### src/rtl/end_screen_renderer_if.sv
// Pixel/ROM/control bundle between the end-screen renderer and its surroundings.
// The slave side is the renderer; the master side drives scan position, control and ROM data.
interface end_screen_renderer_if #(
  parameter int ADDR_W = 14,
  parameter int SEL_W  = 1
);
  logic              show;
  logic [SEL_W-1:0]  screen_sel;
  logic              frame_start;
  logic [9:0]        x;
  logic [8:0]        y;
  logic [ADDR_W-1:0] rom_addr;
  logic [7:0]        rom_q;
  logic [7:0]        r;
  logic [7:0]        g;
  logic [7:0]        b;
  logic              active;
  logic              done;

  modport master (
    output show, screen_sel, frame_start, x, y, rom_q,
    input  rom_addr, r, g, b, active, done
  );

  modport slave (
    input  show, screen_sel, frame_start, x, y, rom_q,
    output rom_addr, r, g, b, active, done
  );
endinterface

### src/rtl/end_screen_renderer.sv
// End-screen sprite renderer: scan position -> ROM address -> tinted, faded pixel (3-cycle latency).
// A frame-rate fade FSM ramps the brightness level in and out while show toggles.
module end_screen_renderer #(
  parameter int WIDTH       = 96,
  parameter int HEIGHT      = 72,
  parameter int NUM_SCREENS = 2,
  parameter int SCALE_LOG2  = 2,
  parameter int X0          = 128,
  parameter int Y0          = 96,
  parameter int FADE_BITS   = 4,
  parameter int DATA_W      = 8,
  parameter int ADDR_W      = $clog2(NUM_SCREENS * WIDTH * HEIGHT),
  parameter int SEL_W       = (NUM_SCREENS > 1) ? $clog2(NUM_SCREENS) : 1
) (
  input  logic clk,
  input  logic reset,
  end_screen_renderer_if.slave bus
);

  localparam int LVL_W = FADE_BITS + 1;
  localparam logic [LVL_W-1:0] FADE_MAX = LVL_W'(2 ** FADE_BITS);
  localparam logic [LVL_W-1:0] LVL_ZERO = '0;

  localparam logic [31:0] X_LO      = 32'(X0);
  localparam logic [31:0] X_HI      = 32'(X0 + (WIDTH << SCALE_LOG2));
  localparam logic [31:0] Y_LO      = 32'(Y0);
  localparam logic [31:0] Y_HI      = 32'(Y0 + (HEIGHT << SCALE_LOG2));
  localparam logic [31:0] SPR_W     = 32'(WIDTH);
  localparam logic [31:0] SCR_WORDS = 32'(WIDTH * HEIGHT);

  typedef enum logic [1:0] {IDLE, FADE_IN, HOLD, FADE_OUT} state_t;

  state_t             state_q, state_d;
  logic [LVL_W-1:0]   level_q, level_d;
  logic [SEL_W-1:0]   sel_q, sel_d;
  logic               done_c;

  logic [31:0]        xw, yw, col, row;
  logic               in_win;
  logic [ADDR_W-1:0]  addr_c;
  logic [ADDR_W-1:0]  rom_addr_p1;
  logic               vld_p1, vld_p2;
  logic [DATA_W-1:0]  lum;
  logic [DATA_W-1:0]  r_p3, g_p3, b_p3;
  logic               vld_p3;

  // Brightness scaling: full level passes rom_q through unchanged.
  function automatic logic [DATA_W-1:0] fade_scale(input logic [DATA_W-1:0] q,
                                                   input logic [LVL_W-1:0]  lvl);
    logic [DATA_W+LVL_W-1:0] prod;
    logic [DATA_W+LVL_W-1:0] sh;
    prod = {{LVL_W{1'b0}}, q} * {{DATA_W{1'b0}}, lvl};
    sh   = prod >> FADE_BITS;
    if (|sh[DATA_W+LVL_W-1:DATA_W]) return '1;
    return sh[DATA_W-1:0];
  endfunction

  function automatic logic [LVL_W-1:0] lvl_inc(input logic [LVL_W-1:0] l);
    return (l >= FADE_MAX) ? FADE_MAX : l + LVL_W'(1);
  endfunction

  function automatic logic [LVL_W-1:0] lvl_dec(input logic [LVL_W-1:0] l);
    return (l == LVL_ZERO) ? LVL_ZERO : l - LVL_W'(1);
  endfunction

  // Fade FSM: state register
  always_ff @(posedge clk or negedge reset) begin
    if (!reset) begin
      state_q <= IDLE;
      level_q <= '0;
      sel_q   <= '0;
    end else begin
      state_q <= state_d;
      level_q <= level_d;
      sel_q   <= sel_d;
    end
  end

  // Level steps in the current state's direction even when show flips in the same cycle.
  always_comb begin
    state_d = state_q;
    level_d = level_q;
    sel_d   = sel_q;
    unique case (state_q)
      IDLE: begin
        level_d = '0;
        if (bus.show) begin
          state_d = FADE_IN;
          sel_d   = bus.screen_sel;
        end
      end
      FADE_IN: begin
        if (bus.frame_start) level_d = lvl_inc(level_q);
        if (!bus.show)                state_d = FADE_OUT;
        else if (level_d == FADE_MAX) state_d = HOLD;
      end
      HOLD: begin
        level_d = FADE_MAX;
        if (!bus.show) state_d = FADE_OUT;
      end
      FADE_OUT: begin
        if (bus.frame_start) level_d = lvl_dec(level_q);
        if (bus.show)                 state_d = FADE_IN;
        else if (level_d == LVL_ZERO) state_d = IDLE;
      end
      default: begin
        state_d = IDLE;
        level_d = '0;
      end
    endcase
  end

  always_comb begin
    done_c = (state_q == HOLD);
  end

  // C1: window test and sprite address; offsets stay zero outside the window.
  always_comb begin
    xw     = 32'(bus.x);
    yw     = 32'(bus.y);
    in_win = (xw >= X_LO) && (xw < X_HI) && (yw >= Y_LO) && (yw < Y_HI);
    col    = in_win ? ((xw - X_LO) >> SCALE_LOG2) : 32'd0;
    row    = in_win ? ((yw - Y_LO) >> SCALE_LOG2) : 32'd0;
    addr_c = ADDR_W'(32'(sel_q) * SCR_WORDS + row * SPR_W + col);
  end

  always_ff @(posedge clk or negedge reset) begin
    if (!reset) begin
      rom_addr_p1 <= '0;
      vld_p1      <= 1'b0;
    end else begin
      if (in_win) rom_addr_p1 <= addr_c;
      vld_p1 <= in_win;
    end
  end

  // C2: external ROM registers its data; only the valid is carried here.
  always_ff @(posedge clk or negedge reset) begin
    if (!reset) vld_p2 <= 1'b0;
    else        vld_p2 <= vld_p1;
  end

  // C3: fade, tint and blanking.
  always_comb begin
    lum = fade_scale(bus.rom_q, level_q);
  end

  always_ff @(posedge clk or negedge reset) begin
    if (!reset) begin
      r_p3   <= '0;
      g_p3   <= '0;
      b_p3   <= '0;
      vld_p3 <= 1'b0;
    end else if (!vld_p2 || level_q == LVL_ZERO) begin
      r_p3   <= '0;
      g_p3   <= '0;
      b_p3   <= '0;
      vld_p3 <= 1'b0;
    end else begin
      vld_p3 <= 1'b1;
      r_p3   <= lum;
      if (sel_q == SEL_W'(0)) begin
        g_p3 <= lum;
        b_p3 <= lum >> 2;
      end else if (sel_q == SEL_W'(1)) begin
        g_p3 <= '0;
        b_p3 <= '0;
      end else begin
        g_p3 <= lum;
        b_p3 <= lum;
      end
    end
  end

  assign bus.rom_addr = rom_addr_p1;
  assign bus.r        = r_p3;
  assign bus.g        = g_p3;
  assign bus.b        = b_p3;
  assign bus.active   = vld_p3;
  assign bus.done     = done_c;

endmodule

### src/flat_wrapper.sv
// flat-port wrapper written by rule: the top's interface ports become plain ports
module end_screen_renderer_flat 
#(
  parameter int WIDTH       = 96,
  parameter int HEIGHT      = 72,
  parameter int NUM_SCREENS = 2,
  parameter int SCALE_LOG2  = 2,
  parameter int X0          = 128,
  parameter int Y0          = 96,
  parameter int FADE_BITS   = 4,
  parameter int DATA_W      = 8,
  parameter int ADDR_W      = $clog2(NUM_SCREENS * WIDTH * HEIGHT),
  parameter int SEL_W       = (NUM_SCREENS > 1) ? $clog2(NUM_SCREENS) : 1
)
  (clk, reset, bus_show, bus_screen_sel, bus_frame_start, bus_x, bus_y, bus_rom_q, bus_rom_addr, bus_r, bus_g, bus_b, bus_active, bus_done);
  end_screen_renderer_if #(.ADDR_W(ADDR_W), .SEL_W(SEL_W)) bus_i ();
  input  logic clk;
  input  logic reset;
  input wire logic [$bits(bus_i.show)-1:0] bus_show;
  input wire logic [$bits(bus_i.screen_sel)-1:0] bus_screen_sel;
  input wire logic [$bits(bus_i.frame_start)-1:0] bus_frame_start;
  input wire logic [$bits(bus_i.x)-1:0] bus_x;
  input wire logic [$bits(bus_i.y)-1:0] bus_y;
  input wire logic [$bits(bus_i.rom_q)-1:0] bus_rom_q;
  output wire logic [$bits(bus_i.rom_addr)-1:0] bus_rom_addr;
  output wire logic [$bits(bus_i.r)-1:0] bus_r;
  output wire logic [$bits(bus_i.g)-1:0] bus_g;
  output wire logic [$bits(bus_i.b)-1:0] bus_b;
  output wire logic [$bits(bus_i.active)-1:0] bus_active;
  output wire logic [$bits(bus_i.done)-1:0] bus_done;
  assign bus_i.show = bus_show;
  assign bus_i.screen_sel = bus_screen_sel;
  assign bus_i.frame_start = bus_frame_start;
  assign bus_i.x = bus_x;
  assign bus_i.y = bus_y;
  assign bus_i.rom_q = bus_rom_q;
  assign bus_rom_addr = bus_i.rom_addr;
  assign bus_r = bus_i.r;
  assign bus_g = bus_i.g;
  assign bus_b = bus_i.b;
  assign bus_active = bus_i.active;
  assign bus_done = bus_i.done;
  end_screen_renderer #(.WIDTH(WIDTH), .HEIGHT(HEIGHT), .NUM_SCREENS(NUM_SCREENS), .SCALE_LOG2(SCALE_LOG2), .X0(X0), .Y0(Y0), .FADE_BITS(FADE_BITS), .DATA_W(DATA_W), .ADDR_W(ADDR_W), .SEL_W(SEL_W)) u_core (.clk(clk), .reset(reset), .bus(bus_i));
endmodule
### config.mk
export PLATFORM = sky130hd
export DESIGN_NAME = end_screen_renderer_flat
export DESIGN_NICKNAME = d
export VERILOG_FILES = /design/src/rtl/end_screen_renderer_if.sv /design/src/rtl/end_screen_renderer.sv /design/src/flat_wrapper.sv
export SDC_FILE = /design/constraint.sdc
export NUM_CORES = 1
export LEC_CHECK = 0
export ABC_AREA = 1
export BUFFER_PORTS_ARGS = -buffer_cell sky130_fd_sc_hd__buf_2
export CAP_MARGIN = 15
export CORE_MARGIN = 1.5
export CORE_UTILIZATION = 62
export DETAILED_ROUTE_END_ITERATION = 12
export PLACE_DENSITY = 0.95
export SLEW_MARGIN = 20
export SYNTH_ARGS = -nofsm -noshare
export SYNTH_HDL_FRONTEND = slang
export SYNTH_SLANG_ARGS = --single-unit
### constraint.sdc
create_clock -name clk -period 8 [get_ports clk]
set_input_delay 0.8 -clock clk [delete_from_list [all_inputs] [get_ports clk]]
set_output_delay 0.8 -clock clk [all_outputs]
set_load 0.01 [all_outputs]
==> results of run 1 <==
[layout make-up]
class	count	area [um^2]
tap	77	96.3
sequential	41	1030
clock buffer	5	68.8
clock inverter	3	68.8
multi-input combinational	388	2590
inverter	105	394
timing repair buffer	69	345
fill	504	1800
[critical path: stages]
cell and delay, ns:
sky130_fd_sc_hd__buf_2 0.11, sky130_fd_sc_hd__inv_1 0.04, sky130_fd_sc_hd__ha_1 0.21, sky130_fd_sc_hd__ha_1 0.21, sky130_fd_sc_hd__nand2_1 0.13, sky130_fd_sc_hd__nand3_4 0.31
sky130_fd_sc_hd__a21oi_1 0.31, sky130_fd_sc_hd__ha_1 0.32, sky130_fd_sc_hd__a21oi_1 0.14, sky130_fd_sc_hd__a21boi_0 0.25, sky130_fd_sc_hd__nand2_1 0.08, sky130_fd_sc_hd__nand2_1 0.06
sky130_fd_sc_hd__nand2_1 0.06, sky130_fd_sc_hd__fa_1 0.48, sky130_fd_sc_hd__inv_1 0.04, sky130_fd_sc_hd__ha_1 0.33, sky130_fd_sc_hd__a21oi_1 0.16, sky130_fd_sc_hd__o21ai_0 0.09
sky130_fd_sc_hd__a21oi_1 0.14, sky130_fd_sc_hd__nand3b_1 0.12, sky130_fd_sc_hd__nand2_1 0.07, sky130_fd_sc_hd__inv_1 0.06, sky130_fd_sc_hd__nand2_1 0.05, sky130_fd_sc_hd__nand3_1 0.09
sky130_fd_sc_hd__nand2_1 0.07
[Yosys cell counts, drive strengths merged (4+ instances only)]
cell    number  area (um^2)
nand2      144          553
inv        104          390
nor2        52          226
ha          46          576
dfrtp       41         1030
a21oi       29          153
o21ai       26          134
fa          22          440
nand3       19          113
buf         14         91.3
xor2        12          131
xnor2        6         52.6
nand4        5         31.3
clkbuf       4         15.0
nor3         4         20.0
[registers in the layout, summed over array words and instances, names as in the netlist]
name	count
u_core.level_q	5
u_core.bus.r	8
u_core.vld_p1	1
u_core.bus.rom_addr	14
u_core.state_q	2
u_core.bus.g	7
u_core.bus.b	1
u_core.sel_q	1
u_core.bus.active	1
u_core.vld_p2	1
[per-layer routing]
metal,vias up,global-route usage,part of all wire
met5,-,0,0
met4,0,0.0806,0.020
met3,19,0.0305,0.038
met2,106,0.465,0.52
met1,1662,0.308,0.43
li1,1820,-,-
[power by group through the flow]
| stage | sequential, mW | combinational (mW) | clock [mW] |
|---|---|---|---|
| 6_report | 0.301 | 0.534 | 0.202 |
| 5_1_grt | 0.308 | 0.612 | 0.211 |
| 4_1_cts | 0.301 | 0.532 | 0.204 |
| 3_5_place_dp | 0.304 | 0.529 | 0 |
| 3_3_place_gp | 0.302 | 0.505 | 0 |
| 2_1_floorplan | 0.290 | 0.401 | 0 |
[per-stage QoR]
stage / utilization / cells / hold WS (ns) / area (um^2)
after detailed placement: 0.697 / 680 / 0.362 / 4450
final: 0.719 / 688 / 0.396 / 4590
after global placement: 0.697 / 680 / 0.367 / 4450
after floorplan: - / 552 / 0.331 / 4120
after global routing: 0.719 / 688 / 0.389 / 4590
after CTS: 0.719 / 688 / 0.386 / 4590
[final timing paths]
check / start / to / slack [ns] / depth (start not counted)
max reg2reg: u_core.level_q[3] / u_core.bus.g[1] / 3.96 / 14
min: u_core.vld_p1 / u_core.vld_p2 / 0.40 / 0
min reg2reg: u_core.vld_p1 / u_core.vld_p2 / 0.40 / 0
min in group asynchronous: reset / u_core.bus.b[5] / 0.62 / 1
max: bus_x[7] / u_core.bus.rom_addr[13] / 3.45 / 25
max in group asynchronous: reset / u_core.level_q[0] / 6.83 / 1
[cell families after synthesis]
kind of cell,after synthesis,share of synthesized area
other cells,1,0.000912
simple gates,228,0.236
xor+xnor,18,0.0447
buf+inv,123,0.122
compound gates,72,0.0998
flops,41,0.249
fa+ha+maj,68,0.247
==> results summary, run 1 <==
The clock period minus worst slack is 4.55 ns. Cell internal power was estimated by the tool at 582 uW. The maximum root-to-sink buffer count is 2.

The gate count of the mapped netlist came out at 551. The initialized floorplan defines 29 standard-cell rows. Setup violations remaining at the end of the flow were counted as 0.

The worst-path maximum fanout is 35. The half-perimeter wire length after detailed placement is 7.02 mm. The number of levels in the clock H-tree came out at 2. The aggregate global routing overflow is 0.

The number of sinks handled by clock tree synthesis is 41. Of the cells placed in the final design, the portion with a size suffix greater than 1 is 0.165. The hold violation count in the final report came out at 0. Yosys mapped a number of flops with a built-in enable equal to 0. The critical path is of the input port to register type. STA puts the critical path data arrival time at 4.74 ns. The count of warnings emitted by yosys is 0.

The share of total power dissipated in the clock network is 0.195. The total power per unit cell area came out at 226 nW/um^2. The worst setup path is captured at a register. Using the TritonRoute via totals, the vias-per-cell ratio works out to 5.24. The detailed-route DRC error count is 0. The max-capacitance violation count is 0. The overall power is 1.04 mW. The height of the die is 84.4 um. Buffers placed on the I/O ports in this run total 69. The worst setup margin is 3.45 ns. The synthesized area per cell is 7.46 um^2. The path class of the tightest hold or removal check is register to register. Pin placement for this block handled 72 I/O pins. The area growth from synthesis to layout is 11.6%. The portion of total power attributed to combinational logic is 0.515. The final routed wirelength across all metal layers is 8.62 mm. The most common library cell in the layout ignoring fill and taps is sky130_fd_sc_hd__nand2_1.

After clock tree synthesis, the setup repair step added 0 buffers. Setup repair after global routing left no endpoint under its margin. The number of antenna violations at the first check in global routing came out at 0. Among all flip-flop cells after synthesis, the most frequent one is sky130_fd_sc_hd__dfrtp_1. Counting the buffers created by CTS gives 5. The async set or reset register ratio after synthesis is 1.00. The worst slew margin relative to its limit is 0.409. The horizontal die dimension is 84.4 um. The post-cts repair resize count came out at 0.

The switching part of the total came out at 0.439. At the end of routability-driven placement, the weighted congestion stood at 0.911. The fmax came out at 220 MHz. The number of search-and-repair iterations in the first detailed-routing pass is 4. The number of max-slew violations in the final report is 0. The critical path launch point type is an input port.

The CTS tree is built. The repair_antennas step left the layout with diodes totalling 0. The later-pin clock latency in the skew report is 0.30 ns. In the final design database the tool counted 710 nets. The global-route wire length before repair came out at 14.8 mm.

In the final timing run, aggregate negative setup slack is 0 ns. The detailed-route via count is 3607. The switching power summed over all nets came out at 455 uW. In this run the cell area of the synthesized design comes to 4110 um^2. The maximum number of pins on one net before global-route repair came out at 42. The DRC violation total after the first TritonRoute iteration came out at 159. Before CTS, the worst setup slack after placement is 3.20 ns. The clock tree root driver cell is sky130_fd_sc_hd__clkbuf_8. The die covers 7130 um^2.

For this configuration, the core starts out at a cell density of 0.644. The flip-flop and latch count after synthesis came out at 41. The required time of the worst setup path is 8.19 ns. IR analysis of the VDD net gives a maximum drop of 0.182 mV. Across every metal layer, demand over resource in global routing totals 0.253. The number of distinct standard cells referenced by the synthesized netlist is 42. The share of total power dissipated in sequential elements is 0.291. The slew at the pin closest to its max-slew limit is 0.887 ns.

The sequential element share of the synthesized area came out at 0.249. For this design, the CTS-stage hold fixing added 0 buffers. In the final routed layout, each cell accounts on average for 12.5 um.

The via count of the first global-routing pass came out at 3606. The region available for standard cell placement spans 6390 um^2. The top cell types in the final layout, fill and taps aside, are 139 x sky130_fd_sc_hd__nand2_1, 98 x sky130_fd_sc_hd__inv_1, 69 x sky130_fd_sc_hd__buf_2. The flow ran to the end, and the final reports show no timing, DRC or antenna violations. Summed over all cells, the static leakage comes to 2.84 nW. After clock tree synthesis, the clock-pin slew on the worst setup and hold paths is 0.09 ns.

Clock skew on the completed layout was measured at 0.00605 ns. The post-route clock period utilization came out at 0.569. The remaining antenna violation count after routing came out at 0.
Note: power is estimated with default switching activity, not from simulation.
==> run 2: changes to the inputs <==
Settings changed: CORE_UTILIZATION 62 to 58, PLACE_DENSITY 0.95 to 0.94.
Clock period 8 ns to 4.6 ns, I/O delays scaled along.
==> run 2 against run 1 <==
  * Register-to-register slack got worse by 3.3 ns
  * First-iteration DRC count increased by 14%
  * Cell count increased by 2.9%
  * Design area increased by 0.68%
  * Sequential power increased by 74%
  * Critical path depth increased by 4
  * Clock power increased by 76%
  * Critical endpoint unchanged
  * Largest cell class unchanged
  * Largest power group unchanged
==> results summary, run 2 (synthesis results as in run 1) <==
Result of the run: finished clean (unchanged). The row count is 30 (was 29). The post-route cell area is 4620 um^2 (was 4590 um^2). The CTS tree is built (unchanged). The die outline area is 7600 um^2 (was 7130 um^2). The worst setup margin came out at 0.329 ns (was 3.45 ns). The core region area came to 6830 um^2 (was 6390 um^2). The post-cts repair resize count came out at 0 (unchanged). The net count reported at finish is 711 (was 710). The total power per unit cell area came to 391 nW/um^2 (was 226 nW/um^2).

The number of antenna violations at the first check in global routing came out at 0 (unchanged). The largest voltage drop on the vdd net came to 0.274 mV (was 0.182 mV). The clock tree root driver cell is sky130_fd_sc_hd__clkbuf_8 (unchanged). The most common library cell in the layout ignoring fill and taps is sky130_fd_sc_hd__nand2_1 (unchanged). The aggregate global routing overflow is 0 (unchanged). The height of the die is 87.2 um (was 84.4 um). The type of element capturing the critical path is a register (unchanged). The placer's final routability congestion estimate came out at 0.941 (was 0.911). In the finished design, the share of the clock period the worst path needs comes to 0.929. The number of levels in the clock H-tree is 2 (unchanged). The global routing usage summed across all routing layers is 0.243 (was 0.253). The number of max-slew violations in the final report is 0 (unchanged). The via count of the first global-routing pass is 3666 (was 3606). Setup repair after global routing missed its margin: no (unchanged). The global-route wire length before repair came to 14.8 mm (about the same). The later-pin clock latency in the skew report came out at 0.30 ns (about the same). The total of buffers placed on input and output ports came out at 69 (unchanged). The max-capacitance violation count is 0 (unchanged). The arrival time at the worst endpoint is 4.47 ns (was 4.74 ns). The hold violation count in the final report is 0 (unchanged). The multi-input logic area is 2590 um^2 (unchanged). The final hold slack came out at 0.286 ns (was 0.396 ns). The placed instance area was 4480 um^2 (was 4450 um^2). The area growth from synthesis to layout is 12.4% (was 11.6%). The worst-path maximum fanout is 10 (was 35).

The fmax is 234 MHz. The met3 track utilization from global routing is 0.0237 (was 0.0305). The horizontal die dimension is 87.2 um (was 84.4 um). The number of search-and-repair iterations in the first detailed-routing pass came out at 5 (was 4). The maximum root-to-sink buffer count is 2 (unchanged). The worst-path cell with the longest stage delay is sky130_fd_sc_hd__fa_1 (unchanged). The static power due to leakage is 2.84 nW (about the same). The met2 global-route usage came out at 0.453 (was 0.465). The final antenna diode count was 0 (unchanged). Top library cells by usage in the layout, fill and taps aside: 139 x sky130_fd_sc_hd__nand2_1, 98 x sky130_fd_sc_hd__inv_1, 69 x sky130_fd_sc_hd__buf_2 (unchanged). The critical path launch point type is an input port (unchanged). The worst setup slack before clock tree synthesis is 0.166 ns (was 3.20 ns).

The final clock skew came out at 0.00849 ns (was 0.00605 ns). The number of buffers created by CTS came out at 5 (unchanged). The total I/O pin count came to 72 (unchanged). The maximum number of pins on one net before global-route repair was 42 (unchanged). The slew at the pin closest to its max-slew limit was 0.912 ns (was 0.887 ns).

The filler cell count is 568 (was 504). The remaining antenna violation count after routing is 0 (unchanged). The global-route track usage on met1 was 0.281 (was 0.308). The flip-flop count of the largest register after layout came out at 14 (unchanged). The DRC violation total after the first TritonRoute iteration is 182 (was 159). The final-report setup violation count came out at 0 (unchanged). The type of the most critical hold path is input port to asynchronous set/reset pin (was register to register). The total negative slack for setup checks came out at 0 ns (unchanged). The number of sinks handled by clock tree synthesis is 41 (unchanged). The area used by sequential logic in the layout is 1030 um^2 (unchanged). The required time of the worst setup path was 4.80 ns (was 8.19 ns). The maximum cell stage delay along the critical path is 0.49 ns (was 0.48 ns). The count of placed standard cells including taps is 700 (was 680). The post-CTS setup-driven buffer insertion count came out at 0 (unchanged). The via-per-instance ratio is 5.20 (was 5.24).

The hold buffer count at cts came to 0 (unchanged). The detailed-route via count is 3680 (was 3607). The post-CTS clock slew at the launch and capture registers of the worst setup and hold paths is 0.08 ns (was 0.09 ns). The routed length per instance came out at 12.4 um (was 12.5 um). The worst slew margin relative to its limit came out at 0.392 (was 0.409).

The share of post-route cells with drive strength above 1 is 0.167 (was 0.165). The most heavily used metal layer in global routing was met2 (unchanged). The final routed wirelength across all metal layers was 8.76 mm (was 8.62 mm). The number of cells in the finished layout apart from fillers was 708 (was 688). The detailed-route DRC error count came to 0 (unchanged).

The dominant cell type by count on the critical path is sky130_fd_sc_hd__nand2_1 (unchanged). The type of the worst setup path is input port to register (unchanged). The effective utilization at floorplan came out at 0.602 (was 0.644). The half-perimeter wire length after detailed placement came to 7.05 mm (was 7.02 mm).

The clock period minus worst slack came out at 4.27 ns.
-- run 2: report_power, final --
| group | switching (mW) | leakage, nW | total (mW) | internal, mW |
|---|---|---|---|---|
| sequential | 0.0897 | 0.540 | 0.524 | 0.434 |
| clock | 0.137 | 0.0687 | 0.355 | 0.219 |
| combinational | 0.567 | 2.23 | 0.928 | 0.361 |
| total | 0.794 | 2.84 | 1.81 | 1.01 |
-- run 2: worst paths after layout --
check	from	end	slack [ns]	cells after the start
worst max-delay path	bus_x[8]	u_core.bus.rom_addr[13]	0.33	29
worst min-delay path	reset	u_core.bus.g[1]	0.29	1
worst max register to register	u_core.level_q[3]	u_core.bus.g[6]	0.64	14
worst min register to register	u_core.vld_p1	u_core.vld_p2	0.37	0
max in group asynchronous	reset	u_core.bus.rom_addr[13]	3.75	1
min in group clk	u_core.vld_p1	u_core.vld_p2	0.37	0
-- run 2: layout make-up --
class	count	area share
multi-input cells	388	0.561
flip-flops and latches	41	0.222
inverters	105	0.0853
repair buffers	70	0.0764
well taps	96	0.0260
clock buffers	5	0.0149
clock inverters	3	0.0149
-- run 2: through the flow --
step,power [mW],util
floorplan,1.20,-
global placement,1.39,0.656
detailed placement,1.45,0.656
CTS,1.81,0.676
global route,1.96,0.676
finish,1.81,0.676
-- run 2: worst max-delay path, delay by kind of cell --
family,cells,cell delay (ns)
adders and majority gates,4,1.28
buffers and inverters,4,0.27
and+or+nand+nor,16,1.62
AOI/OAI and AO/OA,5,0.84
-- run 2: layer usage --
metal | vias to the layer above | wire length [um]
met4 | 0 | 184
met1 | 1728 | 3610
met5 | - | 0
met2 | 111 | 4640
li1 | 1822 | -
met3 | 19 | 329
